$ cat src/rtl/rv_ctrl_pkg.sv
// Shared control-path definitions for the RV32I sequencer and decoders:
// opcodes, ALU codes, mux selects, FSM state codes and trap causes.
package rv_ctrl_pkg;

    localparam logic [6:0] R_TYPE = 7'b0110011;
    localparam logic [6:0] I_TYPE = 7'b0010011;
    localparam logic [6:0] LOAD   = 7'b0000011;
    localparam logic [6:0] STORE  = 7'b0100011;
    localparam logic [6:0] BRANCH = 7'b1100011;
    localparam logic [6:0] JAL    = 7'b1101111;
    localparam logic [6:0] JALR   = 7'b1100111;
    localparam logic [6:0] LUI    = 7'b0110111;

    localparam logic [6:0] F7_BASE = 7'b0000000;
    localparam logic [6:0] F7_SUB  = 7'b0100000;

    localparam logic [3:0] ALU_ADD = 4'b0010;
    localparam logic [3:0] ALU_SUB = 4'b0110;
    localparam logic [3:0] ALU_AND = 4'b0000;
    localparam logic [3:0] ALU_OR  = 4'b0001;
    localparam logic [3:0] ALU_SLT = 4'b0111;

    localparam logic [1:0] PC_PLUS4  = 2'b00;
    localparam logic [1:0] PC_TARGET = 2'b01;
    localparam logic [1:0] PC_ALU    = 2'b10;

    localparam logic [1:0] WB_ALU = 2'b00;
    localparam logic [1:0] WB_MEM = 2'b01;
    localparam logic [1:0] WB_PC4 = 2'b10;
    localparam logic [1:0] WB_IMM = 2'b11;

    typedef logic [2:0] state_t;
    localparam state_t S_IDLE   = 3'd0;
    localparam state_t S_FETCH  = 3'd1;
    localparam state_t S_DECODE = 3'd2;
    localparam state_t S_EXEC   = 3'd3;
    localparam state_t S_MEM    = 3'd4;
    localparam state_t S_WB     = 3'd5;
    localparam state_t S_TRAP   = 3'd6;

    localparam logic [1:0] CAUSE_NONE    = 2'b00;
    localparam logic [1:0] CAUSE_ILLEGAL = 2'b01;
    localparam logic [1:0] CAUSE_IMEM    = 2'b10;
    localparam logic [1:0] CAUSE_DMEM    = 2'b11;

    function automatic logic op_supported(input logic [6:0] op);
        return op inside {R_TYPE, I_TYPE, LOAD, STORE, BRANCH, JAL, JALR, LUI};
    endfunction

endpackage

$ cat src/rtl/multicycle_ctrl_if.sv
// Instruction/data memory request-acknowledge bundle between the sequencer
// (master) and the memory side (slave).
interface multicycle_ctrl_if;
    logic imem_req;
    logic imem_ack;
    logic dmem_req;
    logic dmem_ack;
    logic memwrite;

    modport master (output imem_req, dmem_req, memwrite, input imem_ack, dmem_ack);
    modport slave  (input imem_req, dmem_req, memwrite, output imem_ack, dmem_ack);
endinterface

$ cat src/rtl/alu_decode.sv
// Combinational ALU-control decoder shared by the single- and multi-cycle
// control paths; flags R/I-ALU encodings the ALU cannot execute.
module alu_decode
    import rv_ctrl_pkg::*;
(
    input  logic [6:0] opcode,
    input  logic [2:0] funct3,
    input  logic [6:0] funct7,
    output logic [3:0] aluctl,
    output logic       illegal
);
    logic is_r;
    assign is_r = (opcode == R_TYPE);

    always_comb begin
        aluctl  = ALU_ADD;
        illegal = 1'b0;
        if (opcode == R_TYPE || opcode == I_TYPE) begin
            // funct7 only qualifies R-type; for I-type those bits are immediate
            case (funct3)
                3'b000: begin
                    if (is_r && funct7 == F7_SUB) aluctl = ALU_SUB;
                    else if (is_r && funct7 != F7_BASE) illegal = 1'b1;
                end
                3'b111: aluctl = ALU_AND;
                3'b110: aluctl = ALU_OR;
                3'b010: aluctl = ALU_SLT;
                default: illegal = 1'b1;
            endcase
            if (is_r && funct3 != 3'b000 && funct7 != F7_BASE) illegal = 1'b1;
        end else if (opcode == BRANCH) begin
            aluctl = ALU_SUB;
        end
    end
endmodule

$ cat src/rtl/multicycle_ctrl.sv
// Multi-cycle RV32I control sequencer: steps each instruction through
// FETCH/DECODE/EXEC/MEM/WB and traps on illegal encodings or ack timeouts.
module multicycle_ctrl
    import rv_ctrl_pkg::*;
#(
    parameter int unsigned TIMEOUT = 16,
    parameter int unsigned CNT_W   = 32
) (
    input  logic              clk,
    input  logic              rst_n,
    input  logic              run,
    multicycle_ctrl_if.master mem,
    input  logic [6:0]        opcode,
    input  logic [2:0]        funct3,
    input  logic [6:0]        funct7,
    input  logic              zero,
    output logic              ir_we,
    output logic              pc_we,
    output logic [1:0]        pc_sel,
    output logic              regwrite,
    output logic [1:0]        wb_sel,
    output logic              alusrc,
    output logic [3:0]        aluctl,
    output logic              trap,
    output logic [1:0]        trap_cause,
    output logic [CNT_W-1:0]  instret
);
    localparam int unsigned       WAIT_W    = $clog2(TIMEOUT + 1);
    localparam logic [WAIT_W-1:0] WAIT_LAST = WAIT_W'(TIMEOUT - 1);

    state_t            state, state_nx;
    logic [6:0]        op_q;
    logic [WAIT_W-1:0] wait_cnt;
    logic [1:0]        cause_q, cause_nx;
    logic [3:0]        dec_aluctl;
    logic              dec_illegal;
    logic              wait_expired;
    logic              br_taken;

    alu_decode u_alu_decode (
        .opcode  (op_q),
        .funct3  (funct3),
        .funct7  (funct7),
        .aluctl  (dec_aluctl),
        .illegal (dec_illegal)
    );

    assign wait_expired = (wait_cnt == WAIT_LAST);
    assign br_taken     = (funct3 == 3'b000 && zero) || (funct3 == 3'b001 && !zero);
    assign trap_cause   = cause_q;

    always_comb begin
        state_nx     = state;
        cause_nx     = cause_q;
        mem.imem_req = 1'b0;
        mem.dmem_req = 1'b0;
        mem.memwrite = 1'b0;
        ir_we        = 1'b0;
        pc_we        = 1'b0;
        pc_sel       = PC_PLUS4;
        regwrite     = 1'b0;
        wb_sel       = WB_ALU;
        alusrc       = 1'b0;
        aluctl       = '0;
        trap         = 1'b0;
        case (state)
            S_IDLE: if (run) state_nx = S_FETCH;
            S_FETCH: begin
                mem.imem_req = 1'b1;
                if (mem.imem_ack) begin
                    ir_we    = 1'b1;
                    state_nx = S_DECODE;
                end else if (wait_expired) begin
                    state_nx = S_TRAP;
                    cause_nx = CAUSE_IMEM;
                end
            end
            S_DECODE: begin
                if (!op_supported(opcode) || (opcode == BRANCH && funct3[2:1] != 2'b00)) begin
                    state_nx = S_TRAP;
                    cause_nx = CAUSE_ILLEGAL;
                end else begin
                    state_nx = S_EXEC;
                end
            end
            S_EXEC: begin
                aluctl = dec_aluctl;
                alusrc = op_q inside {I_TYPE, LOAD, STORE, JALR, LUI};
                if (dec_illegal) begin
                    state_nx = S_TRAP;
                    cause_nx = CAUSE_ILLEGAL;
                end else if (op_q == BRANCH) begin
                    pc_we    = 1'b1;
                    pc_sel   = br_taken ? PC_TARGET : PC_PLUS4;
                    state_nx = S_FETCH;
                end else if (op_q == LOAD || op_q == STORE) begin
                    state_nx = S_MEM;
                end else begin
                    state_nx = S_WB;
                end
            end
            S_MEM: begin
                mem.dmem_req = 1'b1;
                mem.memwrite = (op_q == STORE);
                if (mem.dmem_ack) begin
                    pc_we    = (op_q == STORE);
                    state_nx = (op_q == STORE) ? S_FETCH : S_WB;
                end else if (wait_expired) begin
                    state_nx = S_TRAP;
                    cause_nx = CAUSE_DMEM;
                end
            end
            S_WB: begin
                regwrite = 1'b1;
                pc_we    = 1'b1;
                state_nx = S_FETCH;
                case (op_q)
                    LOAD: wb_sel = WB_MEM;
                    JAL: begin
                        wb_sel = WB_PC4;
                        pc_sel = PC_TARGET;
                    end
                    JALR: begin
                        wb_sel = WB_PC4;
                        pc_sel = PC_ALU;
                    end
                    LUI: wb_sel = WB_IMM;
                    default: ;
                endcase
            end
            S_TRAP: trap = 1'b1;
            default: state_nx = S_IDLE;
        endcase
    end

    always_ff @(posedge clk or negedge rst_n) begin
        if (!rst_n) begin
            state    <= S_IDLE;
            op_q     <= '0;
            wait_cnt <= '0;
            cause_q  <= CAUSE_NONE;
            instret  <= '0;
        end else begin
            state   <= state_nx;
            cause_q <= cause_nx;
            if (state == S_DECODE) op_q <= opcode;
            // any state change restarts the wait window, covering entry to FETCH and MEM
            if (state_nx != state) wait_cnt <= '0;
            else if (state == S_FETCH || state == S_MEM) wait_cnt <= wait_cnt + WAIT_W'(1);
            if (pc_we) instret <= instret + CNT_W'(1);
        end
    end
endmodule
$ cat src/flat_wrapper.sv
// flat-port wrapper written by rule: the top's interface ports become plain ports
module multicycle_ctrl_flat import rv_ctrl_pkg::*;
#(
    parameter int unsigned TIMEOUT = 16,
    parameter int unsigned CNT_W   = 32
)
  (clk, rst_n, run, opcode, funct3, funct7, zero, ir_we, pc_we, pc_sel, regwrite, wb_sel, alusrc, aluctl, trap, trap_cause, instret, mem_imem_req, mem_dmem_req, mem_memwrite, mem_imem_ack, mem_dmem_ack);
  multicycle_ctrl_if mem_i ();
  input  logic clk;
  input  logic rst_n;
  input  logic run;
  input  logic [6:0] opcode;
  input  logic [2:0] funct3;
  input  logic [6:0] funct7;
  input  logic zero;
  output logic ir_we;
  output logic pc_we;
  output logic [1:0] pc_sel;
  output logic regwrite;
  output logic [1:0] wb_sel;
  output logic alusrc;
  output logic [3:0] aluctl;
  output logic trap;
  output logic [1:0] trap_cause;
  output logic [CNT_W-1:0] instret;
  output wire logic [$bits(mem_i.imem_req)-1:0] mem_imem_req;
  output wire logic [$bits(mem_i.dmem_req)-1:0] mem_dmem_req;
  output wire logic [$bits(mem_i.memwrite)-1:0] mem_memwrite;
  input wire logic [$bits(mem_i.imem_ack)-1:0] mem_imem_ack;
  input wire logic [$bits(mem_i.dmem_ack)-1:0] mem_dmem_ack;
  assign mem_imem_req = mem_i.imem_req;
  assign mem_dmem_req = mem_i.dmem_req;
  assign mem_memwrite = mem_i.memwrite;
  assign mem_i.imem_ack = mem_imem_ack;
  assign mem_i.dmem_ack = mem_dmem_ack;
  multicycle_ctrl #(.TIMEOUT(TIMEOUT), .CNT_W(CNT_W)) u_core (.clk(clk), .rst_n(rst_n), .run(run), .mem(mem_i), .opcode(opcode), .funct3(funct3), .funct7(funct7), .zero(zero), .ir_we(ir_we), .pc_we(pc_we), .pc_sel(pc_sel), .regwrite(regwrite), .wb_sel(wb_sel), .alusrc(alusrc), .aluctl(aluctl), .trap(trap), .trap_cause(trap_cause), .instret(instret));
endmodule
$ cat config.mk
export PLATFORM = sky130hd
export DESIGN_NAME = multicycle_ctrl_flat
export DESIGN_NICKNAME = d
export VERILOG_FILES = /design/src/rtl/rv_ctrl_pkg.sv /design/src/rtl/multicycle_ctrl_if.sv /design/src/rtl/alu_decode.sv /design/src/rtl/multicycle_ctrl.sv /design/src/flat_wrapper.sv
export SDC_FILE = /design/constraint.sdc
export NUM_CORES = 1
export LEC_CHECK = 0
export CORE_UTILIZATION = 35
export DETAILED_ROUTE_END_ITERATION = 10
export GPL_TIMING_DRIVEN = 0
export RECOVER_POWER = 50
export SYNTH_ARGS = -nofsm -noshare
export SYNTH_HDL_FRONTEND = slang
export SYNTH_SLANG_ARGS = --single-unit
$ cat constraint.sdc
create_clock -name clk -period 6.74 [get_ports clk]
set_clock_uncertainty 0.2 [all_clocks]
set_input_delay 1.011 -clock clk [delete_from_list [all_inputs] [get_ports clk]]
set_output_delay 1.011 -clock clk [all_outputs]
set_load 0.02 [all_outputs]
=== Word-level counts from Yosys, hierarchy flattened ===
Cells that the tools add are included.

* Register bits after elaboration: 49
* Output and inout port bits: 50

* Add/subtract/negate cells: 2
* Equality and inequality tests: 35
* Multiplexer cells: 48
* Reduce and logical (&&, ||, !) cells: 26

{| class="wikitable"
|+ Operators with widths
! kind !! count
|-
| $eq A7 B6 Y1 const B || 7
|-
| $eq A7 B7 Y1 const B || 6
|-
| $add A32 B1 Y32 const B || 1
|-
| $mux W3 || 10
|-
| $pmux W3 S7 || 1
|-
| $mux W2 || 9
|-
| $mux W1 || 17
|-
| $eq A3 B3 Y1 const B || 5
|-
| $eq A7 B2 Y1 const B || 2
|-
| $eq A7 B5 Y1 const B || 2
|-
| $pmux W3 S4 || 1
|-
| $mux W5 || 2
|-
| $eq A3 B2 Y1 const B || 3
|-
| $mux W4 || 2
|-
| $ne A2 B1 Y1 const B || 4
|-
| $pmux W2 S2 || 2
|-
| $pmux W2 S4 || 1
|-
| $reduce_bool A8 Y1 || 1
|-
| $logic_and A1 B1 Y1 || 7
|-
| $reduce_and A7 Y1 || 1
|-
| $reduce_bool A7 Y1 || 1
|-
| $eq A3 B1 Y1 const B || 2
|-
| $logic_not A3 Y1 || 2
|-
| $pmux W2 S3 || 1
|-
| other kinds (14) || 21
|}

=== Depth between registers and ports, before layout ===
* Word-level depth: 11
* Mapped depth: 8
* Gate-level depth less buffers: 8

=== Cells and area by module ===
A second synthesis with hierarchy kept.

* Cells, all modules: 299
* Area total of the unflattened synthesis: 2897.8 µm²

{| class="wikitable"
|+ By module, submodules not included
! module !! instances !! cells each !! area an instance (µm²) !! seq. area each (µm²)
|-
| multicycle_ctrl || 1 || 279 || 2768.9 || 1226.2
|-
| alu_decode || 1 || 20 || 128.9 || 0.0
|}

=== Worst setup path after synthesis ===
No wires, ideal clock.

* Kind: input port to output port
* Start: input port funct3[2]
* End: output port pc_sel[0]
* Arrival: 2.154 ns
* Data required time: 5.529 ns
* Slack: 3.375 ns
* Stages on the path: 4
* Path through: o31ai_1 nand4_1 a211o_1 o21ai_0

* Cells in the longest elaborated chain, start to end: 7

{| class="wikitable"
|+ RTL lines
! element !! line !! RTL
|-
| from (decl) || flat_wrapper.sv:13 || <nowiki>input logic [2:0] funct3;</nowiki>
|-
| $eq A3 B2 Y1 (tied with other cells) || alu_decode.sv:20 || <nowiki>case (funct3)</nowiki>
|-
| $reduce_or A3 Y1 (no source line) (tied with other cells) || -- ||
|-
| $pmux W1 S2 (tied with other cells) || alu_decode.sv:20 ||
|-
| $mux W1, on equally long branches || alu_decode.sv:30, multicycle_ctrl.sv:94 ||
|-
| $mux W1 / $mux W2 (equally long branches) || alu_decode.sv:18, multicycle_ctrl.sv:92 ||
|-
| $mux W2 (*) || multicycle_ctrl.sv:89 || <nowiki>if (dec_illegal) begin</nowiki>
|-
| $pmux W2 S2 (*) || multicycle_ctrl.sv:66 || <nowiki>case (state)</nowiki>
|-
| to (decl) || flat_wrapper.sv:18 || <nowiki>output logic [1:0] pc_sel;</nowiki>
|}

Mark *: on every way between the ends. The rest lies on a longest branch, timed or not.

=== Worst setup path in the final report ===
Ends and elaborated chain as after synthesis.

==> impl_results.md <==
- CP Capture Type: primary output
- Non-Filler Instances: 477
- Final nets: 400
- Hold-fix buffers, CTS: 0
- Fmax: 0.222 GHz
- Ranking of synthesized cells by area: dfrtp_1, xor2_1, nand2_1
- Post-detail-place hpwl: 5490 um
- Worst Path Max Fanout: 7
- Worst Hold Class: flip-flop to flip-flop
- Prevailing post-synth register cell: dfrtp_1
- Sw Ratio: 40.1%
- Pin count of the biggest net entering global routing: 39
- Routed vias: 2,522
- Clock network power share: 19.6%
- LEAKAGE: 1.67 nW
- Die area: 8550 um2
- DRC viols: 0
- Wire per inst: 15.3 um
- Die W: 92.4 um
- Final Hold Viols: 0
- Worst Tran Pin Value: 2.08 ns
- Final WS setup: 2.23 ns
- EDFF count, synth: 0
- Slowest stage delay, CP: 0.64 ns
- Period Utilization, post-route: 66.9%
- Setup bufs post-CTS: 0
- Hold_ws: 0.270 ns
- Vias per cell: 5.29
- Finished layout cell area: 3810 um2
- Avg Inst Size Synth: 9.70 um2
- Placer Congestion: 0.865
- Initial antenna violation count: 0
- Inst Count DP: 469
- Std-Cell Rows: 32
- Max-slew headroom: -38.4%
- Metal-1 WL: 3420 um
- TNS Setup: 0 ns
- CP max stage cell: dlygate4sd3_1
- Routed wl met3: 455 um
- Placed Area: 3720 um2
- Maximum clock path buffer count: 2
- N_diodes: 0
- CTS buffer count: 5
- Top cell family by delay on the critical path: buffers and inverters
- Fin util: 48.8%
- Post-synthesis cell area: 2860 um2
- Share of cells above drive strength 1: 7.47%
- Synth top cells by count: dfrtp_1, xor2_1, nand2_1
- Gr ovfl total: 0
- Clk sink count: 49
- Combinational share of power: 43.0%
- Critical path class: input pin to primary output
- CTS tree: done
- Share of Yosys cell area claimed by the top area cell type: 42.8%
- Highest routed layer: met4
- Sequential fraction of the synthesis area: 42.8%
- Min Tclk post-route: 4.51 ns
- Total power: 1.07 mW
- Routed Antenna Nets: 0
- GRT Util Overall: 18.0%
- Initial Utilization: 36.7%
- # H-tree levels: 2
- DR iter-0 viols: 132
- Die H: 92.4 um
- Drt first pass iters: 4
- Synth warn: 0
- Max_cap viols: 1
- Buf/Inv on CP: 2
- Fraction of registers with async set/reset: 100%
- First-pass GRT wire length: 12,400 um
- Distinct cells, synth: 59
- Internal: 643 uW
- Clk pin slew, worst setup/hold paths: 0.08 ns
- PD cells: 282 nW/um2
- CP startpoint kind: input pin
- Sequential Area: 1230 um2
- Metal2 WL: 3320 um
- Syn_nets: 321
- Cells after synthesis: 295
- Vias in the first global route: 2,546
- RSZ-0062 raised after global routing: no
- Routed WL: 7300 um
- Std-Cell Core Area: 7810 um2
- Endpoints failing setup: 0
- Synthesis-to-finish area growth: 33.0%
- Port Buf Inserts: 71
- Number of fill cells: 769
- Insertion delay to the later sink of the worst-skew pair: 0.30 ns
- Switching pwr: 431 uW
- Io pins: 73
- DP Worst Slack: 2.36 ns
- Most common cell in the synthesized netlist: dfrtp_1
- Fin. max-slew vios: 39
- Outcome: finished with violations
- Root Buffer: clkbuf_8
- Post-CTS sizing: 0
- Crit-path cells: dlygate4sd3_1, o31ai_1, nand4_1, a211o_1, o21ai_0, clkdlybuf4s50_1
- Worst EP required: 5.53 ns
- Multi-input gate area: 1540 um2
- Flops & latches, synth: 49
- Sequential share of power: 37.4%
- Worst EP arrival: 3.30 ns
- Area leader, netlist: dfrtp_1
- Failing checks: capacitance limit, slew limit
- Worst VDD drop: 0.189 mV
==> final cells by class <==
class                   count  share of cell area (%)
repair buffers             72                    18.6
inverters                  11                    1.08
well taps                 102                    3.35
clock inverters             2                    1.02
multi-input cells         222                    40.4
plain buffers              13                    1.48
clock buffers               6                    1.91
flip-flops and latches     49                    32.2
==> sequential cells by signal, summed over array words and instances (netlist names) <==
register / count
u_core.instret: 32
u_core.op_q: 7
u_core.state: 3
u_core.trap_cause: 2
u_core.wait_cnt: 5
==> cell families after synthesis <==
kind of cell / Yosys count / share of synthesized area, %
AO/OA/AOI/OAI: 39 / 10.5
XOR/XNOR: 34 / 10.4
adder cells (fa/ha/maj): 3 / 1.31
buffers and inverters: 24 / 3.45
flip-flops: 49 / 42.8
multiplexers: 10 / 3.89
other: 1 / 0.131
AND/OR/NAND/NOR: 135 / 27.4
==> metal layers <==
metal,vias up,global-route usage [%]
met5,-,0
met4,0,4.69
met3,12,3.94
met2,78,29.0
met1,1202,24.4
li1,1230,-
==> power by group through the flow <==
stage	sequential [mW]	clock (mW)	combinational, mW
after floorplan	0.411	0	0.287
after global placement	0.406	0	0.458
after detailed placement	0.407	0	0.466
after CTS	0.401	0.218	0.468
after global routing	0.411	0.229	0.507
final	0.401	0.211	0.462
==> placed cells by master (no fill, tap or decap), types with 5 or more instances in the layout <==
cell type and instances:
nor4b_1 6, nand2_1 27, clkbuf_8 5, clkbuf_1 12, o21ai_0 6, and3_1 6
nor2_1 19, dlygate4sd3_1 17, xor2_1 29, dfrtp_1 49, nor3_1 20, a21oi_1 6
inv_1 11, xnor2_1 5, nand3_1 9, clkdlybuf4s50_1 53, nor4_1 14, mux2_2 8
==> path summary, 6_finish.rpt <==
| path | from | to | slack (ns) | depth (start not counted) |
|---|---|---|---|---|
| max reg2reg | u_core.wait_cnt[0]$_DFFE_PN0P_ | u_core.wait_cnt[1]$_DFFE_PN0P_ | 4.19 | 8 |
| min reg2reg | u_core.instret[31]$_DFFE_PN0P_ | u_core.instret[31]$_DFFE_PN0P_ | 0.27 | 1 |
| min in group asynchronous | rst_n | u_core.instret[7]$_DFFE_PN0P_ | 0.49 | 1 |
| min | u_core.instret[31]$_DFFE_PN0P_ | u_core.instret[31]$_DFFE_PN0P_ | 0.27 | 1 |
| max | funct3[2] | pc_sel[0] | 2.23 | 6 |
| max in group asynchronous | rst_n | u_core.trap_cause[1]$_DFFE_PN0P_ | 3.48 | 2 |
(Power assumes the default switching activity.)
